**config.mk**
```make
export PLATFORM = sky130hd
export DESIGN_NAME = ram_arbiter
export DESIGN_NICKNAME = d
export VERILOG_FILES = /design/src/rtl/ram_arbiter.sv
export SDC_FILE = /design/constraint.sdc
export NUM_CORES = 1
export LEC_CHECK = 0
export CAP_MARGIN = 20
export CORE_MARGIN = 2
export CORE_UTILIZATION = 29
export CTS_CLUSTER_SIZE = 16
export DETAILED_ROUTE_END_ITERATION = 7
export PLACE_DENSITY_LB_ADDON = 0.3
export RECOVER_POWER = 100
export SYNTH_ARGS = -nofsm -noshare
export SYNTH_HDL_FRONTEND = slang
export SYNTH_SLANG_ARGS = --single-unit
```
**constraint.sdc**
```tcl
create_clock -name clk_i -period 2.88 [get_ports clk_i]
set_input_delay 0.288 -clock clk_i [delete_from_list [all_inputs] [get_ports clk_i]]
set_output_delay 0.288 -clock clk_i [all_outputs]
set_load 0.05 [all_outputs]
```
**src/rtl/ram_arbiter.sv**
```systemverilog
// Two-port arbiter sharing one single-port synchronous RAM between the CPU (A)
// and a loader/debug master (B). Round-robin arbitration with a bounded lock
// that lets B run back-to-back bursts; read data is steered to the issuer.
module ram_arbiter #(
  parameter int unsigned DWIDTH   = 16,
  parameter int unsigned AWIDTH   = 12,
  parameter int unsigned LOCK_MAX = 8
) (
  input  logic              clk_i,
  input  logic              rst_ni,
  input  logic              a_req_i,
  input  logic              a_we_i,
  input  logic [AWIDTH-1:0] a_addr_i,
  input  logic [DWIDTH-1:0] a_wdata_i,
  output logic              a_gnt_o,
  output logic              a_rvalid_o,
  output logic [DWIDTH-1:0] a_rdata_o,
  input  logic              b_req_i,
  input  logic              b_we_i,
  input  logic [AWIDTH-1:0] b_addr_i,
  input  logic [DWIDTH-1:0] b_wdata_i,
  input  logic              b_lock_i,
  output logic              b_gnt_o,
  output logic              b_rvalid_o,
  output logic [DWIDTH-1:0] b_rdata_o,
  output logic              ram_load_o,
  output logic [AWIDTH-1:0] ram_addr_o,
  output logic [DWIDTH-1:0] ram_d_o,
  input  logic [DWIDTH-1:0] ram_q_i
);

  localparam logic [7:0] LockMax = 8'(LOCK_MAX);

  typedef enum logic {PortA = 1'b0, PortB = 1'b1} port_e;

  port_e       last_q, last_d;
  logic [7:0]  lock_cnt_q, lock_cnt_d;
  logic [1:0]  rd_owner_q, rd_owner_d;  // bit 0 = A, bit 1 = B
  logic        gnt_a, gnt_b;
  logic        b_lock_win;

  // Grant decision; reset forces both grants low so nothing reaches the RAM.
  always_comb begin
    gnt_a      = 1'b0;
    gnt_b      = 1'b0;
    b_lock_win = b_lock_i && (last_q == PortB) && (lock_cnt_q < LockMax);
    if (rst_ni) begin
      if (a_req_i && !b_req_i) begin
        gnt_a = 1'b1;
      end else if (b_req_i && !a_req_i) begin
        gnt_b = 1'b1;
      end else if (a_req_i && b_req_i) begin
        if (b_lock_win || (last_q == PortA)) begin
          gnt_b = 1'b1;
        end else begin
          gnt_a = 1'b1;
        end
      end
    end
  end

  // RAM pin steering; an ungranted cycle issues a harmless read of A's address.
  always_comb begin
    ram_load_o = 1'b0;
    ram_addr_o = a_addr_i;
    ram_d_o    = a_wdata_i;
    if (gnt_b) begin
      ram_load_o = b_we_i;
      ram_addr_o = b_addr_i;
      ram_d_o    = b_wdata_i;
    end else if (gnt_a) begin
      ram_load_o = a_we_i;
    end
  end

  // Next-state for arbitration history, lock budget and read ownership.
  always_comb begin
    last_d     = last_q;
    lock_cnt_d = lock_cnt_q;
    rd_owner_d = {gnt_b & ~b_we_i, gnt_a & ~a_we_i};
    if (gnt_a) begin
      last_d     = PortA;
      lock_cnt_d = 8'd0;
    end else if (gnt_b) begin
      last_d = PortB;
      if (!b_lock_i) begin
        lock_cnt_d = 8'd0;
      end else if (a_req_i && (lock_cnt_q < LockMax)) begin
        // Only contended locked grants consume the budget.
        lock_cnt_d = lock_cnt_q + 8'd1;
      end
    end
  end

  // State registers; B as reset "last" so A wins the first conflict.
  always_ff @(posedge clk_i or negedge rst_ni) begin
    if (!rst_ni) begin
      last_q     <= PortB;
      lock_cnt_q <= 8'd0;
      rd_owner_q <= 2'b00;
    end else begin
      last_q     <= last_d;
      lock_cnt_q <= lock_cnt_d;
      rd_owner_q <= rd_owner_d;
    end
  end

  // Outputs: both ports see the RAM data, qualified by their own rvalid.
  always_comb begin
    a_gnt_o    = gnt_a;
    b_gnt_o    = gnt_b;
    a_rvalid_o = rd_owner_q[0];
    b_rvalid_o = rd_owner_q[1];
    a_rdata_o  = ram_q_i;
    b_rdata_o  = ram_q_i;
  end

endmodule

```
# Word-level counts from Yosys, hierarchy flattened
# Index checks and enable logic that the tools add are counted.
# totals
reg_bits	11
word_cells	42
# classes
addsub	1
order_cmp	1
eq_ne	1
mux	20
bitwise	5
n_reduce_logical	11
# op_table
operator	n
8-bit two-way mux	4
16-bit two-way mux	1
1-bit two-way mux	14
12-bit two-way mux	1
8-bit by 1-bit adder with 8-bit output (second input constant)	1
8-bit by 4-bit < comparator with 1-bit output (second input constant)	1
1-bit logical AND	6
3-bit by 1-bit != test with 1-bit output (second input constant)	1
1-bit inverter	3
1-bit AND	2
1-bit logical NOT	2
2-bit AND reduction	1
2-bit nonzero test	1
1-bit logical OR	1

# Longest topological paths before layout
# logic_depth
word_depth	10
depth_mapped	5
mapped_depth_nobuf	5

# Worst setup path after synthesis
# No wires, ideal clock.
# synth_path
path_kind	reg-to-output
from	register lock_cnt_q[4]
to	output port ram_load_o
arrival_time_ns	2.225
t_required_ns	2.592
setup_slack_ns	0.367
path_stages_with_launch	6
n_path_buf	1
path_cell_list	dfrtp_1 nor4_2 nand3_2 a31oi_4 buf_6 mux2i_1
# synth_rtl
item	line	rtl
start: declaration	37	logic [7:0] lock_cnt_q, lock_cnt_d;
start signal: assignment	103	lock_cnt_q <= lock_cnt_d;
8-bit by 4-bit < comparator with 1-bit output	46	b_lock_win = b_lock_i && (last_q == PortB) && (lock_cnt_q < LockMax);
1-bit logical AND	46	
1-bit logical OR	53	if (b_lock_win || (last_q == PortA)) begin
1-bit two-way mux	53	
1-bit two-way mux	52	end else if (a_req_i && b_req_i) begin
1-bit two-way mux	50	end else if (b_req_i && !a_req_i) begin
1-bit two-way mux	48	if (a_req_i && !b_req_i) begin
1-bit two-way mux	47	if (rst_ni) begin
named net b_gnt_o	23	output logic b_gnt_o,
1-bit two-way mux	67	if (gnt_b) begin
end: declaration	26	output logic ram_load_o,
# The timed path passes the listed nets, and every way through them passes these cells.

# Worst setup path in the final report
# layout_path
from	register lock_cnt_q[4]
to	output port ram_addr_o[4]
# layout_via
elab_chain_len	9
# layout_lines
item	line	rtl
8-bit by 4-bit < comparator with 1-bit output	46	
1-bit logical AND	46	
1-bit logical OR	53	
1-bit two-way mux	53	
1-bit two-way mux	52	
1-bit two-way mux	50	
1-bit two-way mux	48	
1-bit two-way mux	47	
12-bit two-way mux	67	
end: declaration	27	output logic [AWIDTH-1:0] ram_addr_o,
# Every way passes these cells.

==> impl_results.md <==
* Max Clk Rate at 381 MHz
* Nets in the synthesized netlist at 195
* Unrepaired setup endpoints after global routing: false
* Post-synthesis cell type with the largest combined area: sky130_fd_sc_hd__dfrtp_1
* Minimum period implied by the final worst setup slack at 2.62 ns
* Slowest stage cell on the critical path: sky130_fd_sc_hd__nor4_1
* Part of the power in the clock network at 0.205
* Area growth from synthesis to layout at 63.7%
* Total global-route track usage at 0.168
* Die Footprint at 4770 sq um
* Number of buffers and inverters on the critical path at 2
* Comb power frac at 0.555
* Cell breakdown of the critical path: nor4_1 > nand3_2 > a31oi_4 > buf_12 > mux2_2 > clkbuf_2
* Hold violation count in the final report at 0
* Die boundary width at 69.1 um
* Asr flop ratio synth at 1.00
* Routed Antenna Nets at 0
* Slew @ Worst Pin at 0.597 ns
* CP Launch Type: flip-flop
* Sw power at 0.281 mW
* HPWL after detailed placement at 3380 um
* Vias in the first global route at 1152
* Biggest area contributors in the synthesized netlist: sky130_fd_sc_hd__dfrtp_1 (20%), sky130_fd_sc_hd__buf_4 (20%), sky130_fd_sc_hd__mux2_2 (16%)
* Number of sinks driven by the clock tree at 11
* Post-synth cell types at 36
* R2r setup slk at 0.97 ns
* Internal power consumption at 0.457 mW
* Slew Limit Fails at 0
* Final-layout setup total negative slack at 0 ns
* Portion of the clock cycle consumed by the worst path in the final layout at 0.911
* Share of the synthesized area in the top cell type at 0.204
* Final WS setup at 0.255 ns
* Post-CTS Setup Bufs at 0
* Source-to-sink clock delay at the later pin of the worst-skew pair at 0.23 ns
* Largest net degree at the start of global routing at 32
* Average cell area after synthesis at 10.7 sq um
* Routed Wire Length at 4060 um
* Cell family contributing the most delay on the critical path: simple AND/OR/NAND/NOR gates
* Status: complete, no violations
* Sequential cell area fraction in the yosys report at 0.225
* Endpoint of the lowest-slack register-to-register path: lock_cnt_q[1]
* Post-layout net count at 261
* Cell count after synthesis at 115
* I/O pin count at 144
* Reg power frac at 0.240
* Number of gates resized after cts at 0
* Post-synthesis instance area at 1230 sq um
* Maxcap violations at 0
* Clock Tree Buf Depth at 2
* Leakage dissipation at 0.849 nW
* Placer congestion estimate at 0.835
* Initial Util at 0.305
* Req. time, crit path at 2.59 ns
* EDFF count, synth at 0
* Share of the core filled with cells in the final layout at 0.499
* Origin of the critical flop-to-flop path: lock_cnt_q[4]
* Critical Path End Type: output port
* Area of the core at 4030 sq um
* Setup Skew at 0.00114 ns
* Maximum vdd drop at 0.000254 V
* Maximum net fanout on the critical path at 31
* Power density over the cells at 367 nW/um^2
* Total of buffers placed on input and output ports at 95
* CTS tree: built
* Kind of critical path: reg2out
* Number of antenna violations at the first check in global routing at 0
* Routed wirelength normalized by instance count at 17.7 um
* Setup-failing EPs final at 0
* Reg2Reg Depth at 4
* Crit. Startpoint: lock_cnt_q[4]
* TritonRoute pass-1 iters at 2
* Number of synthesized register bits at 11
* Detail-routed via count per cell at 4.64
* Endpoint arrival time on the critical path at 2.34 ns
* Post-placement setup slack at 0.458 ns
* Crit path largest cell delay at 0.44 ns
* Number of violations reported at the end of detailed-routing iteration 0 at 21
* CTS H-tree lvls at 1
* Worst rel slew slack at 0.603
* Warnings from Yosys at 0
* First-pass GRT wire length at 6500 um
* Die H at 69.1 um
* Number of core rows at 23
* CTS root buffer: sky130_fd_sc_hd__clkbuf_8
* Switching Share at 0.381
* Antenna diodes at 0
* TritonCTS buffer count at 3
* Hold slack final at 0.391 ns
* Count of hold buffers inserted by post-cts repair at 0
* Number of vias in the routed layout at 1068
* Reg clk slew, reported paths at 0.05 ns
* Remaining global-route overflow at 0
* Fraction of final layout cells sized beyond drive strength 1 at 0.333
* Path type of the worst min-delay path: in2async
* Primary FF master, synth: sky130_fd_sc_hd__dfrtp_1
* Number of DRC violations after detailed routing at 0
## worst register-to-register path, delay by kind of cell (launching register included)
kind / cells / cell delay (ns)
flip-flops: 1 / 0.39
AO/OA/AOI/OAI: 1 / 0.27
AND/OR/NAND/NOR: 2 / 0.80
multiplexers: 1 / 0.33
## cell families (layout without fill, tap and decap cells)
| family | Yosys count | after routing | synth area share |
|---|---|---|---|
| flops | 11 | 11 | 0.225 |
| buf+inv | 40 | 105 | 0.238 |
| compound gates | 10 | 10 | 0.0662 |
| fa+ha+maj | 1 | 1 | 0.0102 |
| simple gates | 21 | 21 | 0.137 |
| mux | 31 | 31 | 0.316 |
| xor+xnor | 1 | 1 | 0.00713 |
## flip-flops by register name, summed over array words and instances, names as in the netlist
signal and flops:
last_q 1, lock_cnt_q 8, rd_owner_q 2
## cell usage after synthesis, types with 2 or more instances
cell                      count
sky130_fd_sc_hd__and2_1       3
sky130_fd_sc_hd__inv_1        4
sky130_fd_sc_hd__mux2_4      11
sky130_fd_sc_hd__buf_6        3
sky130_fd_sc_hd__a21oi_1      2
sky130_fd_sc_hd__nand2_1      2
sky130_fd_sc_hd__nor3_1       3
sky130_fd_sc_hd__mux2_2      17
sky130_fd_sc_hd__dfrtp_1     10
sky130_fd_sc_hd__mux2i_1      2
sky130_fd_sc_hd__buf_4       32
sky130_fd_sc_hd__o21ai_0      2
## how the worst max path moves through the flow
stage / endpoint / slack [ns] / cells after the start
floorplan: ram_load_o / 0.37 / 5
global placement: ram_d_o[0] / 0.52 / 6
global route: ram_addr_o[4] / 0.14 / 6
finish: ram_addr_o[4] / 0.26 / 6
detailed placement: ram_addr_o[4] / 0.46 / 6
CTS: ram_addr_o[4] / 0.37 / 6
## power by group through the flow
stage / clock network [mW] / registers (mW) / logic, mW
after global routing: 0.170 / 0.178 / 0.427
after floorplan: 0 / 0.181 / 0.352
final: 0.151 / 0.177 / 0.409
after detailed placement: 0 / 0.179 / 0.439
after CTS: 0.157 / 0.177 / 0.441
after global placement: 0 / 0.178 / 0.433
## metal layers
layer / up-vias / global-route usage / routed length, um
met1: 493 / 0.198 / 1610
met4: 0 / 0.0305 / 16
met5: - / 0 / 0
li1: 502 / - / -
met2: 68 / 0.290 / 2040
met3: 5 / 0.0687 / 398
## final cells by class
| class | instances | area (sq um) |
|---|---|---|
| well taps | 50 | 62.6 |
| clock buffers | 4 | 45.0 |
| flip-flops and latches | 11 | 277 |
| inverters | 4 | 15.0 |
| multi-input cells | 64 | 612 |
| fillers | 385 | 2020 |
| repair buffers | 97 | 1000 |
## cell usage in the layout (no fill, tap or decap), drive strengths merged, types with 3 or more instances in the layout
master / count
clkbuf: 23
nor3: 5
dlygate4sd3: 3
nand2: 3
buf: 14
dfrtp: 10
inv: 4
and2: 4
clkdlybuf4s50: 61
mux2: 29
## per-stage QoR
step	power, mW	instances	area (sq um)
global route	0.776	230	2010
CTS	0.775	230	2110
finish	0.738	230	2010
floorplan	0.533	115	1230
detailed placement	0.619	226	2060
global placement	0.612	226	2060
(Power assumes the default switching activity.)
